`config.mk`:
```
export PLATFORM = sky130hd
export DESIGN_NAME = zeroheti_dbg_hart_ctrl
export DESIGN_NICKNAME = d
export VERILOG_FILES = /design/src/rtl/zeroheti_dbg_hart_ctrl.sv
export SDC_FILE = /design/constraint.sdc
export NUM_CORES = 1
export LEC_CHECK = 0
export ABC_CLOCK_PERIOD_IN_PS = 2700
export CAP_MARGIN = 20
export CORE_MARGIN = 2
export CORE_UTILIZATION = 52
export DETAILED_ROUTE_END_ITERATION = 12
export GPL_ROUTABILITY_DRIVEN = 0
export HOLD_SLACK_MARGIN = 0.1
export PLACE_DENSITY = 0.77
export SYNTH_ARGS = -nofsm -noshare
export SYNTH_HDL_FRONTEND = slang
export SYNTH_SLANG_ARGS = --single-unit
```
`constraint.sdc`:
```
create_clock -name clk_i -period 2.7 [get_ports clk_i]
set_input_delay 0.27 -clock clk_i [delete_from_list [all_inputs] [get_ports clk_i]]
set_output_delay 0.27 -clock clk_i [all_outputs]
set_load 0.01 [all_outputs]
```
`src/rtl/zeroheti_dbg_hart_ctrl.sv`:
```
// ============================================================================
// Module   : zeroheti_dbg_hart_ctrl
// Brief    : Multi-hart debug side-band controller: stretches ndmreset, gates
//            halt requests around reset and derives per-hart unavailable
//            status. Macro ZEROHETI_DBG_TIMEOUT_EN adds halt-ack timeouts.
// Revision : 1.0 - initial release
// ============================================================================
`default_nettype none

module zeroheti_dbg_hart_ctrl #(
    parameter int NR_HARTS     = 1,
    parameter int RESET_CYCLES = 16,
    parameter int REQ_TIMEOUT  = 1024
) (
    input  logic                clk_i,
    input  logic                rst_ni,
    input  logic                dm_ndmreset_i,
    input  logic [NR_HARTS-1:0] dm_debug_req_i,
    input  logic [NR_HARTS-1:0] hart_halted_i,
    output logic                ndmreset_o,
    output logic [NR_HARTS-1:0] debug_req_o,
    output logic [NR_HARTS-1:0] unavailable_o,
    output logic                busy_o
);

    localparam int              c_RC_W    = $clog2(RESET_CYCLES + 1);
    localparam logic [c_RC_W-1:0] c_RC_LOAD = c_RC_W'(RESET_CYCLES - 1);

    typedef enum logic [1:0] {
        S_IDLE   = 2'd0,
        S_ASSERT = 2'd1,
        S_SETTLE = 2'd2
    } state_t;

    state_t              r_state;
    logic [c_RC_W-1:0]   r_rst_cnt;
    logic                r_ndmreset;
    logic                r_busy;
    logic [NR_HARTS-1:0] r_dbg_req;
    logic [NR_HARTS-1:0] w_unavail;
    logic                w_idle_nxt;

    // FSM will be in IDLE after this edge: lets the outputs switch in step with it.
    assign w_idle_nxt = ((r_state == S_IDLE) ||
                         ((r_state == S_SETTLE) && (r_rst_cnt == '0))) && !dm_ndmreset_i;

    always_ff @(posedge clk_i or negedge rst_ni) begin
        if (!rst_ni) begin
            r_state    <= S_IDLE;
            r_rst_cnt  <= '0;
            r_ndmreset <= 1'b0;
            r_busy     <= 1'b0;
            r_dbg_req  <= '0;
        end else begin
            r_busy    <= !w_idle_nxt;
            r_dbg_req <= ((r_state == S_IDLE) && !dm_ndmreset_i) ? dm_debug_req_i : '0;
            case (r_state)
                S_IDLE: begin
                    if (dm_ndmreset_i) begin
                        r_state    <= S_ASSERT;
                        r_rst_cnt  <= c_RC_LOAD;
                        r_ndmreset <= 1'b1;
                    end
                end
                S_ASSERT: begin
                    if (r_rst_cnt != '0) begin
                        r_rst_cnt <= r_rst_cnt - c_RC_W'(1);
                    end else if (!dm_ndmreset_i) begin
                        r_state    <= S_SETTLE;
                        r_rst_cnt  <= c_RC_LOAD;
                        r_ndmreset <= 1'b0;
                    end
                end
                S_SETTLE: begin
                    if (dm_ndmreset_i) begin
                        r_state    <= S_ASSERT;
                        r_rst_cnt  <= c_RC_LOAD;
                        r_ndmreset <= 1'b1;
                    end else if (r_rst_cnt != '0) begin
                        r_rst_cnt <= r_rst_cnt - c_RC_W'(1);
                    end else begin
                        r_state <= S_IDLE;
                    end
                end
                default: begin
                    r_state    <= S_IDLE;
                    r_ndmreset <= 1'b0;
                end
            endcase
        end
    end

`ifdef ZEROHETI_DBG_TIMEOUT_EN
    localparam int              c_TO_W   = $clog2(REQ_TIMEOUT + 1);
    localparam logic [c_TO_W-1:0] c_TO_MAX = c_TO_W'(REQ_TIMEOUT);

    for (genvar h = 0; h < NR_HARTS; h++) begin : g_timeout
        logic [c_TO_W-1:0] r_to_cnt;
        logic              r_unavail;

        // Clear has priority over counting; the flag is sticky until cleared.
        always_ff @(posedge clk_i or negedge rst_ni) begin
            if (!rst_ni) begin
                r_to_cnt  <= '0;
                r_unavail <= 1'b0;
            end else if (!w_idle_nxt) begin
                r_to_cnt  <= '0;
                r_unavail <= 1'b1;
            end else if ((r_state != S_IDLE) || hart_halted_i[h] || !dm_debug_req_i[h]) begin
                r_to_cnt  <= '0;
                r_unavail <= 1'b0;
            end else begin
                if (r_dbg_req[h] && (r_to_cnt != c_TO_MAX)) begin
                    r_to_cnt <= r_to_cnt + c_TO_W'(1);
                end
                if (r_to_cnt == c_TO_MAX) begin
                    r_unavail <= 1'b1;
                end
            end
        end

        assign w_unavail[h] = r_unavail;
    end : g_timeout
`else
    logic [NR_HARTS-1:0] r_unavail;
    logic                w_unused_halted;
    logic [31:0]         w_unused_timeout;

    assign w_unused_halted  = ^hart_halted_i;
    assign w_unused_timeout = REQ_TIMEOUT;

    always_ff @(posedge clk_i or negedge rst_ni) begin
        if (!rst_ni) begin
            r_unavail <= '0;
        end else begin
            r_unavail <= {NR_HARTS{!w_idle_nxt}};
        end
    end

    assign w_unavail = r_unavail;
`endif

    assign ndmreset_o    = r_ndmreset;
    assign debug_req_o   = r_dbg_req;
    assign unavailable_o = w_unavail;
    assign busy_o        = r_busy;

endmodule

`default_nettype wire

```
==> flow_summary_export.csv <==
group,metric,value,unit
synthesis,synthMuxAreaShare,2.18,%
layout,num-nets-final,91,
setup_path,crit_slowest_cell,"or4b_4",
die,core,1270,um2
synthesis,synth_compound_area_share,28.3,%
clock_tree,cts-root-buf,"clkbuf_4",
timing,hold_ws,0.299,ns
clock_tree,cts_buffer_depth,2,
placed_design,post_dp_cell_area,754,um2
synthesis,synth_area_per_cell,9.58,um2
timing,drv_slew,0,
global_routing,antenna_found_initial,0,
routing,dr.first_iter.drc_count,22,
setup_path,cp.required,2.86,ns
clock_tree,h-tree-depth,1,
synthesis,syn_inst,72,
pwr,clockPowerShare,18.7,%
synthesis,synth_fp_nets,82,
clock_tree,cts_sinks,10,
layout,stdcell_count,95,
timing,setup_tns,0,ns
setup_path,cp_data_arrival_time,2.33,ns
pwr,switchingPower,303,uW
layout,syn_to_final_growth,14.7,%
placed_design,portBuffers,7,
setup_path,r2r-start,"r_rst_cnt[0]$_DFFE_PN0P_",
clock_tree,postCtsSetupBuffers,0,
timing,max_freq,461,MHz
synthesis,synth.ff_latch_count,10,
setup_path,slowest_delay,0.53,ns
routing,drcViolationCount,0,
timing,grt_setup_unrepaired,"no",
pwr,sw_frac_of_total,39.7,%
die,dieArea,1630,um2
setup_path,crit_type,"reg -> reg",
clock_tree,cts_tree,"built",
synthesis,syn-cell-area,689,um2
clock_tree,clk_pin_slew,0.08,ns
routing,num_vias,583,
setup_path,worst_path_dominant_cell_family,"simple AND/OR/NAND/NOR gates",
synthesis,yosysWarnings,0,
setup_path,worst-path-stages,6,
routing,drt-vias-per-instance,6.14,
synthesis,synth_edf_count,0,
pwr,internal_power,460,uW
routing,wl_per_cell,15.0,um
clock_tree,cts_resized,0,
hold_path,hp-class,"in -> async",
pwr,vdd_ir_drop_max,0.445,mV
synthesis,synth_top_family_by_area,"compound AO/OA/AOI/OAI gates",
timing,fin_crit_sh,80.3,%
setup_path,regToRegSetupSlack,0.53,ns
die,row_count,13,
global_routing,grt_pass1_vias,527,
clock_tree,cts_hold_buf,0,
die,die_w,40.4,um
synthesis,ys_seq_area_share,36.3,%
synthesis,synth-simple-area-share,15.2,%
timing,hold_violations,0,
synthesis,synth_cell_type_count,32,
setup_path,path_max_fanout,6,
layout,final_cell_mix,"inv_1 (10), dfrtp_1 (10), nor2_1 (8)",
timing,max-slew-margin-rel,70.2,%
timing,worst_pin_slew,0.445,ns
pwr,power_density,964,nW/um2
die,pin_count,9,
global_routing,grt_pass1_wl,2320,um
pwr,combPwrFrac,46.7,%
setup_path,path_buf_inv,1,
layout,design_area,791,um2
die,dieHeight,40.4,um
pwr,p_leak,0.000338,uW
timing,post-route-min-period,2.17,ns
placed_design,post-dp-hpwl,1040,um
global_routing,grt_max_degree,11,
run_status,outcome,"finished clean",
pwr,power,762,uW
routing,wl,1430,um
layout,drive_gt1_share,16.3,%
routing,dr.pass1.iters,4,
global_routing,grt_usage,22.0,%
timing,finalClockSkew,0.00504,ns
synthesis,async_reset_ff_share,100,%
synthesis,synth_fa_ha_area_share,9.07,%
placed_design,place_inst,91,
setup_path,worstPathCellList,"inv_1 > ha_1 > or4b_4 > o31ai_4 > or2_4 > mux2_4",
synthesis,synth-main-ff-cell,"dfrtp_1",
clock_tree,cts_made_buffers,3,
routing,ant_nets,0,
synthesis,synthXorXnorAreaFrac,0,%
clock_tree,clk_latency,0.28,ns
die,start_util,54.3,%
setup_path,r2r_cells,6,
timing,setup_viol,0,
setup_path,worst_r2r_endpoint,"r_rst_cnt[1]$_DFFE_PN0P_",
run,maxCapViolCount,0,
setup_path,end_kind,"flip-flop",
setup_path,worstSetupStartpointType,"flip-flop",
global_routing,grt-ovfl-total,0,
layout,n_antenna_cell,0,
pwr,seqPwrFrac,34.5,%
[cells in the mapped netlist (all sizes together) (2+ instances only)]
master | count | area [um2]
o21ai | 4 | 20.0
a21oi | 4 | 20.0
o31ai | 5 | 51.3
nor2 | 8 | 30.0
ha | 5 | 62.6
nand2 | 2 | 7.51
buf | 3 | 23.8
dfrtp | 10 | 250
nor3 | 2 | 10.0
inv | 10 | 37.5
[routing by layer]
metal | up-vias | global-route usage, % | part of all wire (%)
li1 | 274 | - | -
met1 | 280 | 27.5 | 45
met2 | 24 | 35.3 | 48
met3 | 5 | 3.33 | 5.2
met4 | 0 | 12.5 | 1.8
met5 | - | 0 | 0
[worst register-to-register path: stages, from the launching register on]
cell and delay (ns):
dfrtp_1 0.44, inv_1 0.09, ha_1 0.21, or4b_4 0.53, o31ai_4 0.28, or2_4 0.21
mux2_4 0.30
[cell type report]
cell class	instances	area, um2
fill	111	478
multi-input combinational	49	378
inverter	10	37.5
clock buffer	4	36.3
sequential	10	250
tap	15	18.8
timing repair buffer	7	70.1
[cells by family (layout without fill, tap and decap cells)]
group / count (synthesis) / after routing
simple gates: 19 / 19
fa+ha+maj: 5 / 5
buf+inv: 13 / 21
flops: 10 / 10
compound gates: 24 / 24
mux: 1 / 1
[how the worst max path moves through the flow]
stage	end	slack (ns)	from
floorplan	r_rst_cnt[1]$_DFFE_PN0P_	0.73	r_rst_cnt[0]$_DFFE_PN0P_
global route	r_rst_cnt[1]$_DFFE_PN0P_	0.45	r_rst_cnt[0]$_DFFE_PN0P_
finish	r_rst_cnt[1]$_DFFE_PN0P_	0.53	r_rst_cnt[0]$_DFFE_PN0P_
CTS	r_rst_cnt[1]$_DFFE_PN0P_	0.54	r_rst_cnt[0]$_DFFE_PN0P_
detailed placement	r_rst_cnt[1]$_DFFE_PN0P_	0.56	r_rst_cnt[0]$_DFFE_PN0P_
global placement	r_rst_cnt[1]$_DFFE_PN0P_	0.60	r_rst_cnt[0]$_DFFE_PN0P_
[stage by stage]
step | worst slack [ns] | utilization (%)
finish | 0.533 | 62.3
global route | 0.451 | 62.3
CTS | 0.543 | 62.3
detailed placement | 0.557 | 59.5
global placement | 0.596 | 59.5
floorplan | 0.725 | -
[state kept, by name, indices dropped and copies added, names as in the netlist]
signal / flops
ndmreset_o: 1
unavailable_o: 1
debug_req_o: 1
r_state: 2
r_rst_cnt: 5
[power groups by stage]
stage                     Combinational (uW)  Sequential, uW  Clock [uW]
after floorplan                          288             247           0
after global placement                   348             260           0
after detailed placement                 359             263           0
after CTS                                360             260         143
after global routing                     404             269         149
final                                    356             263         143
(Power assumes the default switching activity.)
